<file path="src/rtl/pulse_stretch_pkg.sv">
// Shared definitions for pulse_stretch: FSM state encoding and a width helper.
package pulse_stretch_pkg;

    typedef enum logic [1:0] {
        ST_IDLE = 2'd0,
        ST_ON   = 2'd1,
        ST_OFF  = 2'd2
    } ps_state_e;

    function automatic int max_int(input int a, input int b);
        return (a > b) ? a : b;
    endfunction

endpackage

</file>
<file path="src/rtl/pulse_stretch_timer.sv">
// Loadable down-counter shared by the ON and OFF phases; holds at zero.
module pulse_stretch_timer #(
    parameter int W = 4
) (
    input  logic         CLOCK,
    input  logic         RESET,
    input  logic         load,
    input  logic [W-1:0] load_val,
    output logic         zero
);

    logic [W-1:0] count;

    always_ff @(posedge CLOCK or negedge RESET) begin
        if (!RESET) begin
            count <= '0;
        end else if (load) begin
            count <= load_val;
        end else if (count != '0) begin
            count <= count - 1'b1;
        end
    end

    assign zero = (count == '0);

endmodule

</file>
<file path="src/rtl/pulse_stretch.sv">
// Stretches single-cycle events into visible pulses of fixed high/low time.
// Define PULSE_STRETCH_QUEUE_EN to queue events that arrive while busy.
module pulse_stretch
    import pulse_stretch_pkg::*;
#(
    parameter int on_time     = 100000,
    parameter int off_time    = 100000,
    parameter int queue_depth = 7
) (
    input  logic      CLOCK,
    input  logic      RESET,
    input  logic      EVENT_IN,
    output logic      SIGNAL_OUT,
    output logic      BUSY,
    output logic      OVERFLOW,
    output ps_state_e state_dbg
);

    localparam int TW = $clog2(max_int(on_time, off_time)) + 1;
    localparam logic [TW-1:0] ON_LOAD  = TW'(on_time - 1);
    localparam logic [TW-1:0] OFF_LOAD = TW'(off_time - 1);

    ps_state_e     state;
    logic          event_d;
    logic          event_pulse;
    logic          timer_zero;
    logic          timer_load;
    logic [TW-1:0] timer_val;
    logic          start_pulse;
    logic          end_on;
    logic          drop;

`ifdef PULSE_STRETCH_QUEUE_EN
    localparam int PW = $clog2(queue_depth + 1);
    localparam logic [PW-1:0] QMAX = PW'(queue_depth);

    logic [PW-1:0] pending;
    logic [PW-1:0] pending_nxt;
`endif

    always_comb begin
        event_pulse = EVENT_IN & ~event_d;
        end_on      = (state == ST_ON) && timer_zero;
        start_pulse = 1'b0;
        drop        = 1'b0;
`ifdef PULSE_STRETCH_QUEUE_EN
        pending_nxt = pending;
        case (state)
            ST_IDLE: begin
                if (event_pulse) begin
                    start_pulse = 1'b1;
                end else if (pending != '0) begin
                    start_pulse = 1'b1;
                    pending_nxt = pending - 1'b1;
                end
            end
            ST_OFF: begin
                // In the final OFF cycle a new event and a dequeue cancel out.
                if (timer_zero) begin
                    if (event_pulse) begin
                        start_pulse = 1'b1;
                    end else if (pending != '0) begin
                        start_pulse = 1'b1;
                        pending_nxt = pending - 1'b1;
                    end
                end else if (event_pulse) begin
                    if (pending < QMAX) pending_nxt = pending + 1'b1;
                    else                drop        = 1'b1;
                end
            end
            ST_ON: begin
                if (event_pulse) begin
                    if (pending < QMAX) pending_nxt = pending + 1'b1;
                    else                drop        = 1'b1;
                end
            end
            default: ;
        endcase
`else
        case (state)
            ST_IDLE: start_pulse = event_pulse;
            ST_ON,
            ST_OFF:  drop        = event_pulse;
            default: ;
        endcase
`endif
        timer_load = start_pulse || end_on;
        timer_val  = end_on ? OFF_LOAD : ON_LOAD;
    end

    pulse_stretch_timer #(
        .W(TW)
    ) u_timer (
        .CLOCK    (CLOCK),
        .RESET    (RESET),
        .load     (timer_load),
        .load_val (timer_val),
        .zero     (timer_zero)
    );

    always_ff @(posedge CLOCK or negedge RESET) begin
        if (!RESET) begin
            state      <= ST_IDLE;
            SIGNAL_OUT <= 1'b0;
            OVERFLOW   <= 1'b0;
            event_d    <= 1'b0;
`ifdef PULSE_STRETCH_QUEUE_EN
            pending    <= '0;
`endif
        end else begin
            event_d  <= EVENT_IN;
            OVERFLOW <= drop;
`ifdef PULSE_STRETCH_QUEUE_EN
            pending  <= pending_nxt;
`endif
            case (state)
                ST_IDLE: begin
                    if (start_pulse) begin
                        state      <= ST_ON;
                        SIGNAL_OUT <= 1'b1;
                    end
                end
                ST_ON: begin
                    if (timer_zero) begin
                        state      <= ST_OFF;
                        SIGNAL_OUT <= 1'b0;
                    end
                end
                ST_OFF: begin
                    if (timer_zero) begin
                        if (start_pulse) begin
                            state      <= ST_ON;
                            SIGNAL_OUT <= 1'b1;
                        end else begin
                            state      <= ST_IDLE;
                        end
                    end
                end
                default: begin
                    state      <= ST_IDLE;
                    SIGNAL_OUT <= 1'b0;
                end
            endcase
        end
    end

    assign BUSY      = (state != ST_IDLE);
    assign state_dbg = state;

endmodule
</file>
<file path="config.mk">
export PLATFORM = sky130hd
export DESIGN_NAME = pulse_stretch
export DESIGN_NICKNAME = d
export VERILOG_FILES = /design/src/rtl/pulse_stretch_pkg.sv /design/src/rtl/pulse_stretch_timer.sv /design/src/rtl/pulse_stretch.sv
export SDC_FILE = /design/constraint.sdc
export NUM_CORES = 1
export LEC_CHECK = 0
export ABC_AREA = 1
export CORE_UTILIZATION = 40
export CTS_CLUSTER_DIAMETER = 50
export DETAILED_ROUTE_END_ITERATION = 12
export MAX_ROUTING_LAYER = met4
export PLACE_DENSITY = 0.62
export SYNTH_ARGS = -nofsm -noshare
export SYNTH_HDL_FRONTEND = slang
export SYNTH_HIERARCHICAL = 1
export SYNTH_SLANG_ARGS = --single-unit
</file>
<file path="constraint.sdc">
create_clock -name CLOCK -period 1.86 [get_ports CLOCK]
set_input_delay 0.372 -clock CLOCK [delete_from_list [all_inputs] [get_ports CLOCK]]
set_output_delay 0.372 -clock CLOCK [all_outputs]
set_load 0.01 [all_outputs]
</file>
==> metrics.md, run 1 <==
| Metric | Value |
|---|---|
| Result of the run | finished, final reports clean |
| Grt ovf | 0 |
| Final Util | ~54% |
| Synthesized flop and latch total | 23 |
| Largest incremental delay on the critical path | approximately 0.43 ns |
| Clock Latency Late Sink | approximately 0.28 ns |
| DRC viols | 0 |
| Chip Width | 64.4 µm |
| Area leader, netlist | dfrtp_1 |
| Required @ worst endpoint | between 2 and 2.5 ns |
| Setup violations, final | 0 |
| Die area | roughly 4200 µm² |
| GP Congestion | about 0.8 |
| CP max-delay cell | dfrtp_1 |
| Count of different cell masters after synthesis | 30 |
| Vias per cell | ~4.6 |
| Drt wl/cell | about 11 µm |
| Async S/R FF share, synth | 100% |
| Post-synth top flop | dfrtp_1 |
| Sink Count | 23 |
| Cell leakage power | 1.00 nW |
| # nets final | 271 |
| Number of global-route vias before repair | approximately 1300 |
| Final period util | 94.3% |
| HP Class | in2async |
| RSZ-0062 raised after global routing | true |
| Setup TNS | 0 ns |
| Most frequent cells in the layout | nand2_1 (58), dfrtp_1 (23), nor2_1 (23), nand3_1 (21), inv_1 (20) |
| Drt total wl | around 3.5 mm |
| Fin area | 2010 µm² |
| Achievable Freq | around 0.57 GHz |
| Initial antenna violation count | 0 |
| Top-area cell type share of the netlist area | 36.9% |
| Fillers | around 360 |
| Arrival time worst endpoint | 1.96 ns |
| Commonest non-fill, non-tap cell in the layout | nand2_1 |
| Maximum clock insertion buffer count | 2 |
| Syn avg cell area | a little over 7 µm² |
| Placed Area | 1820 µm² |
| Worst-path maximum fanout | 10 |
| Max_cap viols | 0 |
| Post-Synthesis Cell Area | about 1600 µm² |
| Share of layout cells above drive strength 1 | roughly a fifth |
| Final hold violation count | 0 |
| Initial Util | between 40% and 50% |
| WP buf/inv | 2 |
| # diodes | 0 |
| Top Family by Delay on Critical Path | simple AND/OR/NAND/NOR gates |
| First-pass GRT wire length | approximately 5.9 mm |
| Number of I/O pins | 8 |
| Mapped Cells | ~220 |
| Chip Height | approximately 64 µm |
| HPWL after DPL | roughly 2.4 mm |
| Synthesis-to-finish area growth | 28.8% |
| Ys Warns | 6 |
| CORE AREA | 3690 µm² |
| Pre-antenna DRT Iters | 4 |
| Clock slew at reported path FFs | around 0.090 ns |
| Register area share after synthesis | 36.9% |
| Largest cells by area after synthesis | dfrtp_1 (37%), nand2_1 (14%), nand3_1 (6.7%) |
| 1st-iter DRT viols | between 100 and 150 |
| Total CTS buffers | 3 |
| Power Density | 1430 nW/µm² |
| I/O Buffers | 7 |
| Tmin final | approximately 1.8 ns |
| CTS tree | built |
| Crit path launch type | flip-flop |
| Rows | 22 |
| Via Count | between 1000 and 1500 |
| Number of synthesized flops with an enable pin | 0 |
| Critical path capture point type | flip-flop |
| Pin count of the biggest net entering global routing | 24 |
| Worst path cell trace | nor2_2, nand2_2, nor2_8, nand4_1, nor2_2, nand2_2, nand2_4, buf_4, clkbuf_16, a21oi_1, a21oi_1 |
| Max Transition Viols Final | 0 |
| Setup Skew | approximately 0.003 ns |
| GRT Resource Usage Total | a little under a fifth |
| Antenna viol nets, final | 0 |
| Worst VDD drop | 751 µV |
| Root Buffer | clkbuf_8 |
| Type of the worst setup path | reg2reg |
| H-tree Lvls | 1 |
-- repair_timing --
action / 4_1_cts / 5_1_grt
gates cloned: 0 / 1
hold buffers: 0 / 0
gates resized for setup: 6 / 14
buffers inserted: 2 / 6
endpoints found under the setup margin: 10 / 15
pin swaps: 0 / 5
-- sequential cells by signal, indices dropped and copies added, names as in the netlist --
name and cells:
u_timer/count 18, state_dbg 2, OVERFLOW 1, SIGNAL_OUT 1
event_d 1
-- cells by family (layout without fill, tap and decap cells) --
logic type               count (synthesis)  count (layout)  share of synthesized area [%]
adder cells (fa/ha/maj)                  6               6                           4.82
AO/OA/AOI/OAI                           30              30                           10.5
XOR/XNOR                                 1               1                          0.562
AND/OR/NAND/NOR                        126             126                           39.4
buffers and inverters                   30              57                           7.30
other                                    2              18                          0.482
flip-flops                              23              23                           36.9
-- synth_stat cells (2+ instances only) --
master	number
nor2_4	3
nand2_2	2
nand2_1	60
a21oi_1	13
dfrtp_1	23
inv_2	5
nand3_1	21
o21ai_1	6
inv_1	22
nor2_2	4
clkbuf_1	2
nor2_1	25
conb_1	2
o21ai_0	9
ha_1	6
-- power by group --
group	switching (mW)	internal [mW]	total, mW
logic	0.893	0.708	1.60
clock network	0.184	0.150	0.334
registers	0.214	0.732	0.946
-- layout make-up --
| type | instances | area, µm² | area share (%) |
|---|---|---|---|
| multi-input combinational | 181 | 967 | 48.2 |
| clock inverter | 1 | 5.00 | 0.249 |
| clock buffer | 3 | 41.3 | 2.06 |
| tap | 48 | 60.1 | 2.99 |
| sequential | 23 | 576 | 28.7 |
| inverter | 27 | 114 | 5.67 |
| timing repair buffer | 26 | 245 | 12.2 |
-- path summary, 6_finish.rpt --
kind	start	endpoint	slack, ns	cells past startpoint
setup / recovery	u_timer/count[7]	u_timer/count[16]	0.11	11
hold / removal	RESET	u_timer/count[11]	0.45	2
setup reg to reg	u_timer/count[7]	u_timer/count[16]	0.11	11
hold reg to reg	event_d	OVERFLOW	0.54	3
max in group asynchronous	RESET	u_timer/count[6]	1.17	2
min in group CLOCK	event_d	OVERFLOW	0.54	3
-- through the flow --
stage / hold slack, ns / std cells / power (mW) / setup WS [ns]
2_1_floorplan: 0.0764 / 234 / 1.97 / 0.0246
3_5_place_dp: 0.518 / 296 / 2.38 / -0.0587
5_1_grt: 0.480 / 309 / 3.18 / -0.00750
3_3_place_gp: 0.516 / 296 / 2.37 / -0.0441
4_1_cts: 0.462 / 302 / 2.76 / 0.0253
6_report: 0.451 / 309 / 2.88 / 0.106
-- routing by layer --
layer  GRT usage, %  wire length [µm]  vias up
li1               -                 -      760
met1           23.9              1690      642
met2           30.1              1650       23
met3           4.23               132        4
met4           5.83                36        0
met5              -                 0        -
-- worst reg2reg max path, delay by kind of cell, from the launching register on --
family	cells	cell delay, ns
AOI/OAI and AO/OA	2	0.17
DFF	1	0.43
buffers and inverters	2	0.27
and+or+nand+nor	7	0.81
Power figures use the tool's default switching activity.
==> run 2: changes to the inputs <==
- GPL_TIMING_DRIVEN: default -> 0
==> run 2 against run 1 <==
Compared with the run above: die area unchanged; clock power down 3%; sequential power up 3.1%; non-clock buffer count unchanged; cell area up 4.2%; global-route usage up 1.2 points; first-iteration DRC count down 39%; sequential share of layout area down 1.2 points; utilization up 2.3 points; combinational power up 7%; fmax down 5.6%.
==> metrics.md, run 2 (synthesis results as in run 1) <==
| Metric | Value |
|---|---|
| Die area | 4150 µm² (unchanged) |
| Worst-path maximum fanout | 10 (unchanged) |
| Share of layout cells above drive strength 1 | 27.6% (+7.3 points) |
| DRC viols | 0 (unchanged) |
| Clock slew at reported path FFs | 0.09 ns (about the same) |
| 1st-iter DRT viols | 66 (-39%) |
| WHS | 0.533 ns (+0.0820 ns) |
| I/O Buffers | 7 (unchanged) |
| Pin count of the biggest net entering global routing | 24 (unchanged) |
| Tmin final | 1.86 ns (+0.105 ns) |
| Result of the run | finished, final reports clean |
| HPWL after DPL | 2.40 mm (-1.9%) |
| Total CTS buffers | 3 (unchanged) |
| Largest incremental delay on the critical path | 0.40 ns (-0.03 ns) |
| Final hold violation count | 0 (unchanged) |
| Chip Width | 64.4 µm (unchanged) |
| GRT Resource Usage Total | 20.1% (+1.2 points) |
| CTS tree | built |
| Hold Buf Count CTS | 0 (unchanged) |
| Clock Latency Late Sink | 0.27 ns (about the same) |
| Via Count | 1443 (+0.98%) |
| Drt wl/cell | 12.1 µm (+6.2%) |
| Synthesis-to-finish area growth | 34.3% |
| Worst VDD drop | 784 µV (+4.4%) |
| Pre-antenna DRT Iters | 4 (unchanged) |
| Maximum clock insertion buffer count | 2 (unchanged) |
| Reg2Reg Depth | 13 (+2) |
| GP Congestion | 0.759 (-5.6%) |
| Vias per cell | 4.67 (+0.98%) |
| Crit path from | u_timer/count[0] |
| Reg2reg setup slack | 0.002 ns (-0.10 ns) |
| Achievable Freq | 0.538 GHz (-5.6%) |
| Grt ovf | 0 (unchanged) |
| # nets final | 271 (unchanged) |
| Pre-CTS setup slack | -0.427 ns (-0.368 ns) |
| Fillers | 367 (+1.1%) |
| Drt total wl | 3.73 mm (+6.2%) |
| Arrival time worst endpoint | 2.07 ns (+0.11 ns) |
| # diodes | 0 (unchanged) |
| Number of flip-flops under the largest register name | 18 (unchanged) |
| Setup Skew | 0.00445 ns (+0.00138 ns) |
| Type of the worst setup path | reg2reg |
| RSZ-0062 raised after global routing | true |
| Slack of the critical path | 0.00167 ns (-0.105 ns) |
| Root Buffer | clkbuf_8 |
| Number of global-route vias before repair | 1386 (+4.0%) |
| Stages on worst setup path | 13 (+2) |
| Initial antenna violation count | 0 (unchanged) |
| Commonest non-fill, non-tap cell in the layout | nand2_1 |
| Most common cell on crit path | nand2_4 |
| Relative max-transition margin | roughly 27% |
| Setup violations, final | 0 (unchanged) |
| Initial Util | 42.3% (unchanged) |
| CORE AREA | 3690 µm² (unchanged) |
| Final period util | 99.9% (+5.6 points) |
| Largest register by flop count | u_timer/count |
| WP buf/inv | 3 (+1) |
| Chip Height | 64.4 µm (unchanged) |
| CP max-delay cell | dfrtp_1 |
| Crit path launch type | flip-flop |
| Number of I/O pins | 8 (unchanged) |
| Worst-Margin Slew | roughly 1.1 ns |
| Antenna viol nets, final | 0 (unchanged) |
| Crit path capture | u_timer/count[17] |
| Power Density | 1440 nW/µm² (+0.53%) |
| First-pass GRT wire length | 6.20 mm (+5.6%) |
| HP Class | reg2reg |
| Worst path cell trace | inv_2, ha_4, nand2_4, nor2_8, nand4_1, nor2_4, nand2_2, nand2_4, inv_6, buf_6, nand3_1, nand2_1, nor2_1 |
| Required @ worst endpoint | 2.07 ns (about the same) |
| H-tree Lvls | 1 (unchanged) |
| Rows | 22 (unchanged) |
| Top Family by Delay on Critical Path | simple AND/OR/NAND/NOR gates |
| RR Endpoint | u_timer/count[17] |
| Max Transition Viols Final | 0 (unchanged) |
| Worst reg2reg path startpoint | u_timer/count[0] |
| Sink Count | 23 (unchanged) |
| Max_cap viols | 0 (unchanged) |
| Cell leakage power | 1.03 nW (+2.5%) |
| Critical path capture point type | flip-flop |
| Most frequent cells in the layout | nand2_1 (54), dfrtp_1 (23), nor2_1 (22), inv_1 (19) |
## run 2: per-stage QoR
stage               power, mW  util [%]  TNS, ns  std cells  area (µm²)
CTS                      2.69      50.5        0        297        1860
global placement         2.28      47.8    -4.32        289        1760
floorplan                1.97         -        0        234        1630
finish                   3.02      56.8        0        309        2090
global route             3.34      56.8    -1.54        309        2090
detailed placement       2.30      47.8    -4.42        289        1760
## run 2: layout make-up
cell class	instances	area, µm²	area share, %
clock inverters	1	5.00	0.239
inverters	27	109	5.20
multi-input cells	181	1040	49.8
flip-flops and latches	23	576	27.5
repair buffers	23	223	10.6
clock buffers	3	41.3	1.97
well taps	48	60.1	2.87
plain buffers	3	37.5	1.79
## run 2: worst register-to-register path, delay by kind of cell (launching register included)
| family | cells | cell delay (ns) |
|---|---|---|
| buf+inv | 3 | 0.32 |
| simple gates | 9 | 0.89 |
| fa+ha+maj | 1 | 0.16 |
| flops | 1 | 0.40 |
## run 2: worst min-delay path by stage
stage            startpoint      endpoint  slack, ns  cells past startpoint
4_1_cts             event_d      OVERFLOW       0.54                      3
3_3_place_gp        event_d      OVERFLOW       0.52                      3
3_5_place_dp   state_dbg[1]  state_dbg[1]       0.52                      2
5_1_grt             event_d      OVERFLOW       0.57                      3
6_report            event_d      OVERFLOW       0.53                      3
2_1_floorplan         RESET      OVERFLOW       0.08                      0
## run 2: repair_timing
action,CTS,global route
setup endpoints to repair,19,17
buffers inserted,4,11
gates cloned,0,1
pin swaps,2,14
gates resized for setup,10,40
## run 2: power breakdown
group	internal (mW)	switching (mW)
sequential	0.732	0.243
combinational	0.777	0.943
clock	0.150	0.175
## run 2: routing by layer
metal | vias up | track usage, % | part of all wire [%]
met3 | 7 | 1.58 | 1.5
met5 | - | - | 0
met4 | 0 | 8.33 | 2.0
met2 | 13 | 33.3 | 50
met1 | 665 | 25.3 | 47
li1 | 758 | - | -
